`config.mk`:
```
export PLATFORM = sky130hd
export DESIGN_NAME = pad_supply_monitor_flat
export DESIGN_NICKNAME = d
export VERILOG_FILES = /design/src/rtl/pad_mon_pkg.sv /design/src/rtl/pad_supply_monitor_if.sv /design/src/rtl/pad_sync.sv /design/src/rtl/pad_supply_monitor.sv /design/src/flat_wrapper.sv
export SDC_FILE = /design/constraint.sdc
export NUM_CORES = 1
export LEC_CHECK = 0
export CAP_MARGIN = 20
export CORE_MARGIN = 3
export CORE_UTILIZATION = 55
export DETAILED_ROUTE_END_ITERATION = 10
export PLACE_DENSITY = 0.92
export SYNTH_ARGS = -nofsm -noshare
export SYNTH_HDL_FRONTEND = slang
export SYNTH_SLANG_ARGS = --single-unit
```
`constraint.sdc`:
```
create_clock -name CLK -period 2.7 [get_ports CLK]
set_input_delay 0.675 -clock CLK [delete_from_list [all_inputs] [get_ports CLK]]
set_output_delay 0.675 -clock CLK [all_outputs]
set_load 0.02 [all_outputs]
```
`src/rtl/pad_mon_pkg.sv`:
```
// rtl/pad_mon_pkg.sv - shared state encoding and width constants for the pad supply monitor
package pad_mon_pkg;

  typedef enum logic [1:0] {
    ST_OFF   = 2'd0,
    ST_RAMP  = 2'd1,
    ST_GOOD  = 2'd2,
    ST_FAULT = 2'd3
  } pad_state_e;

  localparam int FAULT_COUNT_W = 8;
  localparam int DEB_CNT_W     = 8;

  localparam logic [FAULT_COUNT_W-1:0] FAULT_COUNT_MAX = '1;

  // Fault history must stay meaningful after long runs, so it sticks at max rather than wrapping.
  function automatic logic [FAULT_COUNT_W-1:0] sat_inc(input logic [FAULT_COUNT_W-1:0] v);
    return (v == FAULT_COUNT_MAX) ? v : v + FAULT_COUNT_W'(1);
  endfunction

endpackage

```
`src/rtl/pad_supply_monitor_if.sv`:
```
// rtl/pad_supply_monitor_if.sv - sense inputs and status outputs of the pad supply monitor
interface pad_supply_monitor_if;
  import pad_mon_pkg::*;

  logic                     VDDIO_SENSE;
  logic                     VSSIO_SENSE;
  logic                     FAULT_CLR;
  logic                     PWR_GOOD;
  logic                     IO_ENABLE;
  logic                     FAULT_IRQ;
  logic [FAULT_COUNT_W-1:0] FAULT_COUNT;
  logic [1:0]               STATE;

  modport master (
    output VDDIO_SENSE,
    output VSSIO_SENSE,
    output FAULT_CLR,
    input  PWR_GOOD,
    input  IO_ENABLE,
    input  FAULT_IRQ,
    input  FAULT_COUNT,
    input  STATE
  );

  modport slave (
    input  VDDIO_SENSE,
    input  VSSIO_SENSE,
    input  FAULT_CLR,
    output PWR_GOOD,
    output IO_ENABLE,
    output FAULT_IRQ,
    output FAULT_COUNT,
    output STATE
  );

endinterface

```
`src/rtl/pad_sync.sv`:
```
// rtl/pad_sync.sv - multi-flop synchronizer for one asynchronous pad sense level
module pad_sync #(
  parameter int STAGES = 2
) (
  input  logic i_clk,
  input  logic i_rst,
  input  logic i_async,
  output logic o_sync
);

  logic [STAGES-1:0] r_chain;

  always_ff @(posedge i_clk) begin
    if (i_rst) begin
      r_chain <= '0;
    end else begin
      r_chain <= {r_chain[STAGES-2:0], i_async};
    end
  end

  assign o_sync = r_chain[STAGES-1];

endmodule

```
`src/rtl/pad_supply_monitor.sv`:
```
// rtl/pad_supply_monitor.sv - debounced pad-ring supply monitor with sticky fault reporting
module pad_supply_monitor
  import pad_mon_pkg::*;
#(
  parameter int DEBOUNCE_CYCLES = 16,
  parameter int SYNC_STAGES     = 2
) (
  input  logic                 CLK,
  input  logic                 RST,
  pad_supply_monitor_if.slave  mon
);

  localparam logic [DEB_CNT_W-1:0] DEB_TARGET = DEB_CNT_W'(DEBOUNCE_CYCLES);

  logic w_vdd_sync;
  logic w_vss_sync;
  logic w_good;

  pad_state_e               r_state;
  pad_state_e               w_state_next;
  logic [DEB_CNT_W-1:0]     r_cnt;
  logic [DEB_CNT_W-1:0]     w_cnt_next;
  logic                     r_irq;
  logic                     w_irq_next;
  logic [FAULT_COUNT_W-1:0] r_fault_count;
  logic [FAULT_COUNT_W-1:0] w_fault_count_next;
  logic                     r_pwr_good;
  logic                     r_io_enable;

  pad_sync #(.STAGES(SYNC_STAGES)) u_sync_vdd (
    .i_clk   (CLK),
    .i_rst   (RST),
    .i_async (mon.VDDIO_SENSE),
    .o_sync  (w_vdd_sync)
  );

  pad_sync #(.STAGES(SYNC_STAGES)) u_sync_vss (
    .i_clk   (CLK),
    .i_rst   (RST),
    .i_async (mon.VSSIO_SENSE),
    .o_sync  (w_vss_sync)
  );

  assign w_good = w_vdd_sync & ~w_vss_sync;

  always_comb begin
    w_state_next       = r_state;
    w_cnt_next         = r_cnt;
    w_irq_next         = r_irq;
    w_fault_count_next = r_fault_count;
    case (r_state)
      ST_OFF: begin
        if (w_good) begin
          w_state_next = ST_RAMP;
          w_cnt_next   = DEB_CNT_W'(1);
        end else begin
          w_cnt_next   = '0;
        end
      end
      ST_RAMP: begin
        // A dip while ramping is just an unstable supply, not a fault.
        if (!w_good) begin
          w_state_next = ST_OFF;
          w_cnt_next   = '0;
        end else if (r_cnt >= DEB_TARGET) begin
          w_state_next = ST_GOOD;
        end else begin
          w_cnt_next   = r_cnt + DEB_CNT_W'(1);
        end
      end
      ST_GOOD: begin
        // FAULT_CLR is not consulted here, so a coincident clear cannot mask the fault.
        if (!w_good) begin
          w_state_next       = ST_FAULT;
          w_irq_next         = 1'b1;
          w_fault_count_next = sat_inc(r_fault_count);
        end
      end
      ST_FAULT: begin
        w_cnt_next = '0;
        if (mon.FAULT_CLR) begin
          w_state_next = ST_OFF;
          w_irq_next   = 1'b0;
        end
      end
      default: begin
        w_state_next = ST_OFF;
        w_cnt_next   = '0;
      end
    endcase
  end

  always_ff @(posedge CLK) begin
    if (RST) begin
      r_state       <= ST_OFF;
      r_cnt         <= '0;
      r_irq         <= 1'b0;
      r_fault_count <= '0;
      r_pwr_good    <= 1'b0;
      r_io_enable   <= 1'b0;
    end else begin
      r_state       <= w_state_next;
      r_cnt         <= w_cnt_next;
      r_irq         <= w_irq_next;
      r_fault_count <= w_fault_count_next;
      r_pwr_good    <= (w_state_next == ST_GOOD);
      r_io_enable   <= r_pwr_good;
    end
  end

  assign mon.PWR_GOOD    = r_pwr_good;
  assign mon.IO_ENABLE   = r_io_enable;
  assign mon.FAULT_IRQ   = r_irq;
  assign mon.FAULT_COUNT = r_fault_count;
  assign mon.STATE       = r_state;

endmodule
```
`src/flat_wrapper.sv`:
```
// flat-port wrapper written by rule: the top's interface ports become plain ports
module pad_supply_monitor_flat import pad_mon_pkg::*;
#(
  parameter int DEBOUNCE_CYCLES = 16,
  parameter int SYNC_STAGES     = 2
)
  (CLK, RST, mon_VDDIO_SENSE, mon_VSSIO_SENSE, mon_FAULT_CLR, mon_PWR_GOOD, mon_IO_ENABLE, mon_FAULT_IRQ, mon_FAULT_COUNT, mon_STATE);
  pad_supply_monitor_if mon_i ();
  input  logic CLK;
  input  logic RST;
  input wire logic [$bits(mon_i.VDDIO_SENSE)-1:0] mon_VDDIO_SENSE;
  input wire logic [$bits(mon_i.VSSIO_SENSE)-1:0] mon_VSSIO_SENSE;
  input wire logic [$bits(mon_i.FAULT_CLR)-1:0] mon_FAULT_CLR;
  output wire logic [$bits(mon_i.PWR_GOOD)-1:0] mon_PWR_GOOD;
  output wire logic [$bits(mon_i.IO_ENABLE)-1:0] mon_IO_ENABLE;
  output wire logic [$bits(mon_i.FAULT_IRQ)-1:0] mon_FAULT_IRQ;
  output wire logic [$bits(mon_i.FAULT_COUNT)-1:0] mon_FAULT_COUNT;
  output wire logic [$bits(mon_i.STATE)-1:0] mon_STATE;
  assign mon_i.VDDIO_SENSE = mon_VDDIO_SENSE;
  assign mon_i.VSSIO_SENSE = mon_VSSIO_SENSE;
  assign mon_i.FAULT_CLR = mon_FAULT_CLR;
  assign mon_PWR_GOOD = mon_i.PWR_GOOD;
  assign mon_IO_ENABLE = mon_i.IO_ENABLE;
  assign mon_FAULT_IRQ = mon_i.FAULT_IRQ;
  assign mon_FAULT_COUNT = mon_i.FAULT_COUNT;
  assign mon_STATE = mon_i.STATE;
  pad_supply_monitor #(.DEBOUNCE_CYCLES(DEBOUNCE_CYCLES), .SYNC_STAGES(SYNC_STAGES)) u_core (.CLK(CLK), .RST(RST), .mon(mon_i));
endmodule
```
* Word level (Yosys, flattened, before mapping) *
Cells that the tools add are included.

word-level totals
  bits in registers = 25
  bits of input ports = 5
  logic and storage cells = 42

operators by class
  add/sub/neg operators = 2
  reductions and logical operators = 6
  equality and inequality tests = 8
  bitwise logic cells = 4
  multiplexer cells = 13
  $lt $le $gt $ge = 1

operators by type and width
  cell                                                                   number
  8-bit case mux with 3 select lines                                     1
  8-bit by 1-bit adder with 8-bit output, second input constant          2
  8-bit 2-to-1 mux                                                       2
  2-bit 2-to-1 mux                                                       5
  8-bit == test, second input constant                                   1
  8-bit by 5-bit >= comparator with 1-bit output, second input constant  1
  2-bit case mux with 4 select lines                                     1
  2-bit == test, second input constant                                   3
  3-bit AND reduction                                                    2
  2-bit inequality test, second input constant                           2
  1-bit 2-to-1 mux                                                       3
  3-bit inequality test, second input constant                           1
  1-bit NOT                                                              3
  3-bit nonzero test                                                     1
  2-bit by 1-bit == test with 1-bit output, second input constant        1
  2-bit zero test                                                        1
  1-bit case mux with 2 select lines                                     1
  2-bit AND reduction                                                    1
  2-bit nonzero test                                                     1
  1-bit bitwise AND                                                      1

* Longest topological paths before layout *
  depth in word-level cells = 5
  gate-level depth with buffers = 6

* Modules after synthesis *
A second synthesis with hierarchy kept.

second synthesis, totals
  cells, all modules = 124
  area, all modules = 1178.6 um^2

by module, submodules not included
  module              instances  area an instance (um^2)  cells each  sequential area each (um^2)
  pad_supply_monitor  1          1073.5                   116         420.4
  pad_sync            2          52.6                     4           40.0

* Worst setup path before layout *
No wires, ideal clock.

  kind = reg-to-reg
  start point = register u_core.r_fault_count[0], in the netlist u_core.mon.FAULT_COUNT[0]
  end point = register u_core.r_fault_count[1], in the netlist u_core.mon.FAULT_COUNT[1]
  path buffers = 1
  required time = 2572 ps
  setup slack = 1162 ps
  library setup time = 128 ps
  cell stages (with the launch flop) = 7
  data arrival time = 1410 ps
  cells stage by stage = dfxtp_1 ha_1 nand3_1 o211ai_4 buf_6 mux2i_1 nor2_1

on the way
  word-level cells in the longest chain between the ends = 3
  elaborated cells on any way between the ends = 4

ends and longest elaborated chain
  what                                                                                            line                       source
  start: declaration                                                                              pad_supply_monitor.sv:25   logic [FAULT_COUNT_W-1:0] r_fault_count;
  start signal: assignment                                                                        pad_supply_monitor.sv:105  r_fault_count <= w_fault_count_next;
  parallel branches: the longest is 3 deep, another holds 8-bit by 1-bit adder with 8-bit output  --

Several ways; the timed one is not identified.
A chain may end at the register's enable or synchronous reset.

* Final worst setup path *
  start point = register u_core.r_state[1], in the netlist u_core.mon.STATE[1]
  end point = output port mon_STATE[1]

RTL lines
  what                      line                       source
  start: declaration        pad_supply_monitor.sv:19   pad_state_e r_state;
  start signal: assignment  pad_supply_monitor.sv:102  r_state <= w_state_next;
  end: declaration          flat_wrapper.sv:18         output wire logic [$bits(mon_i.STATE)-1:0] mon_STATE;

No word-level cell between the ends.

==> results.md <==
- Diode count: 0
- H-tree levels: 1
- Slew HR: between 60% and 70%
- Fin crit share: approximately 84%
- Critical Path Fanout Max: 13
- Ys async rst share: 0%
- HP Class: flop to flop
- CTS tree: done
- Synth top cells by count: 25 x dfxtp_1, 12 x a21oi_1, 10 x nor2_1
- Vias per inst: 5.55
- CP Buf/Inv Count: 1
- Synth area leader: dfxtp_1
- Pint: between 400 and 500 µW
- Number of global-route vias before repair: 840
- Sequential power share: about 66%
- IO Port Bufs: 17
- Fmax: around 0.44 GHz
- Combinational share of power: under 10%
- Critical Path Source Type: flop
- Die Area: about 2600 µm²
- CP max stage cell: clkdlybuf4s50_1
- CTS resizes: 0
- Area of the core: 1800 µm²
- Area of the multi-input gates: approximately 550 µm²
- Die height: approximately 50 µm
- Initial drt markers: 12
- Primary FF master, synth: dfxtp_1
- Fill cell count: 150
- Top delay family on crit path: buffers and inverters
- Worst-Skew Late Latency: approximately 0.33 ns
- Post-CTS Hold Buffers: 0
- Peak VDD IR: 0.301 mV
- Syn Nets: between 100 and 150
- P_sw: ~130 µW
- WHS: approximately 0.44 ns
- Nature of the critical path endpoint: output port
- WL final: slightly below 2 mm
- Sequential area share after synthesis: between 40% and 50%
- Setup TNS Final: 0 ns
- Slew Viols, Final: 0
- Initial Util: 61.0%
- Sw frac: a little under a quarter
- Die Wd: approximately 50 µm
- Clock buffer depth: 2
- Synth Register Bits: 25
- Post-route ant nets: 0
- Average routed wire per standard cell: around 12 µm
- Layout cell share with drive strength beyond 1: around 8.2%
- Synth area leaders: dfxtp_1 46%, a21oi_1 5.5%, ha_1 3.4%
- Io pins: 18
- Post-synth cell types: 34
- CP cell instances: clkdlybuf4s50_1
- RSZ-0062 raised after global routing: false
- Final Hold Vio Count: 0
- Status: completed
- P per Cell Area: around 440 nW/µm²
- Largest net degree at the start of global routing: 16
- Clk_skew: about 0.019 ns
- TritonRoute pass-1 iters: 4
- Final setup fails: 0
- Syn_area_per_cell: between 9 and 10 µm²
- GRT Overall Usage: between 10% and 20%
- Initial antenna violation count: 0
- Setup Crit Path Kind: flop to output port
- Fin nets: around 140
- Root Buffer: clkbuf_4
- Clock Power Share: between 20 and 30%
- Gr ovfl total: 0
- Area share of the largest cell type after synthesis: between 40 and 50%
- Via Count: slightly below 900
- Global-route wire length before repair: roughly 3.7 mm
- Std-Cell Rows: 15
- Max Cap Viol: 0
- Critical Path RT: ~2 ns
- Placed Cells: 155
- Yosys warning count: 0
- Residual DRC: 0
- Leak pwr: 0.460 nW
- Mapped Area: 1100 µm²
- Top-count cell post-synth: dfxtp_1
- Clock transition at the registers of the reported paths: around 0.15 ns
- Storage element area: 500 µm²
- Total CTS buffers: 3
- Placer congestion estimate: 0.805
- CTS sink cnt: 25
- Least-Margin Pin Slew: about 0.45 ns
- Post-synth EDFFs: 0
- Layout Area Growth over Synthesis: 18.6%
- Post-Syn Instances: 117
- Largest stage delay, worst path: just under 0.7 ns
- Critical path arrival: roughly 1.6 ns
- Finished Layout Cells: ~160
- Post-CTS Setup Bufs: 0
- Fin crit period: around 2.3 ns
- HPWL after detailed placement: 1.45 mm
==> state kept, by name, summed over array words and instances, names as in the netlist <==
register	cells
u_core.mon.FAULT_IRQ	1
u_core.u_sync_vdd.r_chain	2
u_core.mon.STATE	2
u_core.mon.FAULT_COUNT	8
u_core.mon.IO_ENABLE	1
u_core.u_sync_vss.r_chain	2
u_core.mon.PWR_GOOD	1
u_core.r_cnt	8
==> path summary, 6_finish.rpt <==
check	slack, ns	start	depth (start not counted)	end
setup / recovery	0.42	u_core.mon.STATE[1]	1	mon_STATE[1]
hold / removal	0.44	u_core.u_sync_vss.r_chain[0]	1	u_core.u_sync_vss.r_chain[1]
setup reg to reg	0.88	u_core.mon.STATE[1]	4	u_core.mon.FAULT_COUNT[7]
hold reg to reg	0.44	u_core.u_sync_vss.r_chain[0]	1	u_core.u_sync_vss.r_chain[1]
==> metrics by stage <==
step | utilization (%) | setup WS, ns | instance area (µm²) | total power, mW
2_1_floorplan | - | 1.16 | 1100 | 0.400
3_3_place_gp | 70.6 | 0.842 | 1270 | 0.412
3_5_place_dp | 70.6 | 0.805 | 1270 | 0.413
4_1_cts | 72.3 | 0.419 | 1300 | 0.578
5_1_grt | 72.3 | 0.339 | 1300 | 0.598
6_report | 72.3 | 0.425 | 1300 | 0.574
==> placed cells by master, fill, tap and decap left out, types with 2 or more instances in the layout <==
cell             count
or3_1                4
o21a_1               2
nor2_1              10
inv_1                3
nor2b_1              5
clkdlybuf4s50_1     17
dfxtp_1             25
nor3b_1              2
nor3_1               3
nand2_1              6
o21ai_0              7
nand3_1              5
clkbuf_4             3
a21oi_1             12
o31ai_1              3
ha_1                 3
xor2_1               2
or4_1                3
nand4_1              3
==> cell type report <==
type | count | area share, %
multi-input combinational | 84 | 42.4
sequential | 25 | 38.4
timing repair buffer | 18 | 13.6
tap | 25 | 2.40
clock buffer | 3 | 1.73
inverter | 3 | 0.865
clock inverter | 1 | 0.576
==> cell families (layout without fill, tap and decap cells) <==
logic type / after synthesis / after routing / share of synthesized area [%]
buffers and inverters: 8 / 25 / 4.21
xor gates and xnor gates: 2 / 2 / 1.59
DFF: 25 / 25 / 45.6
muxes: 1 / 1 / 0.911
adders and majority gates: 3 / 3 / 3.42
and+or+nand+nor: 48 / 48 / 26.7
AOI/OAI and AO/OA: 30 / 30 / 17.7
==> layer usage <==
layer  share of wire, %  vias up  GRT usage [%]
met5                  0        -              0
met4                1.4        0           6.28
met3                4.4        4           3.86
met2                 49       19           30.4
met1                 45      405           23.2
li1                   -      454              -
==> power by group through the flow <==
stage               Combinational, mW  Sequential [mW]  Clock, mW
finish                         0.0271            0.378      0.170
global route                   0.0296            0.378      0.190
CTS                            0.0272            0.378      0.173
detailed placement             0.0271            0.386          0
global placement               0.0264            0.385          0
floorplan                      0.0138            0.386          0
(Power assumes the default switching activity.)
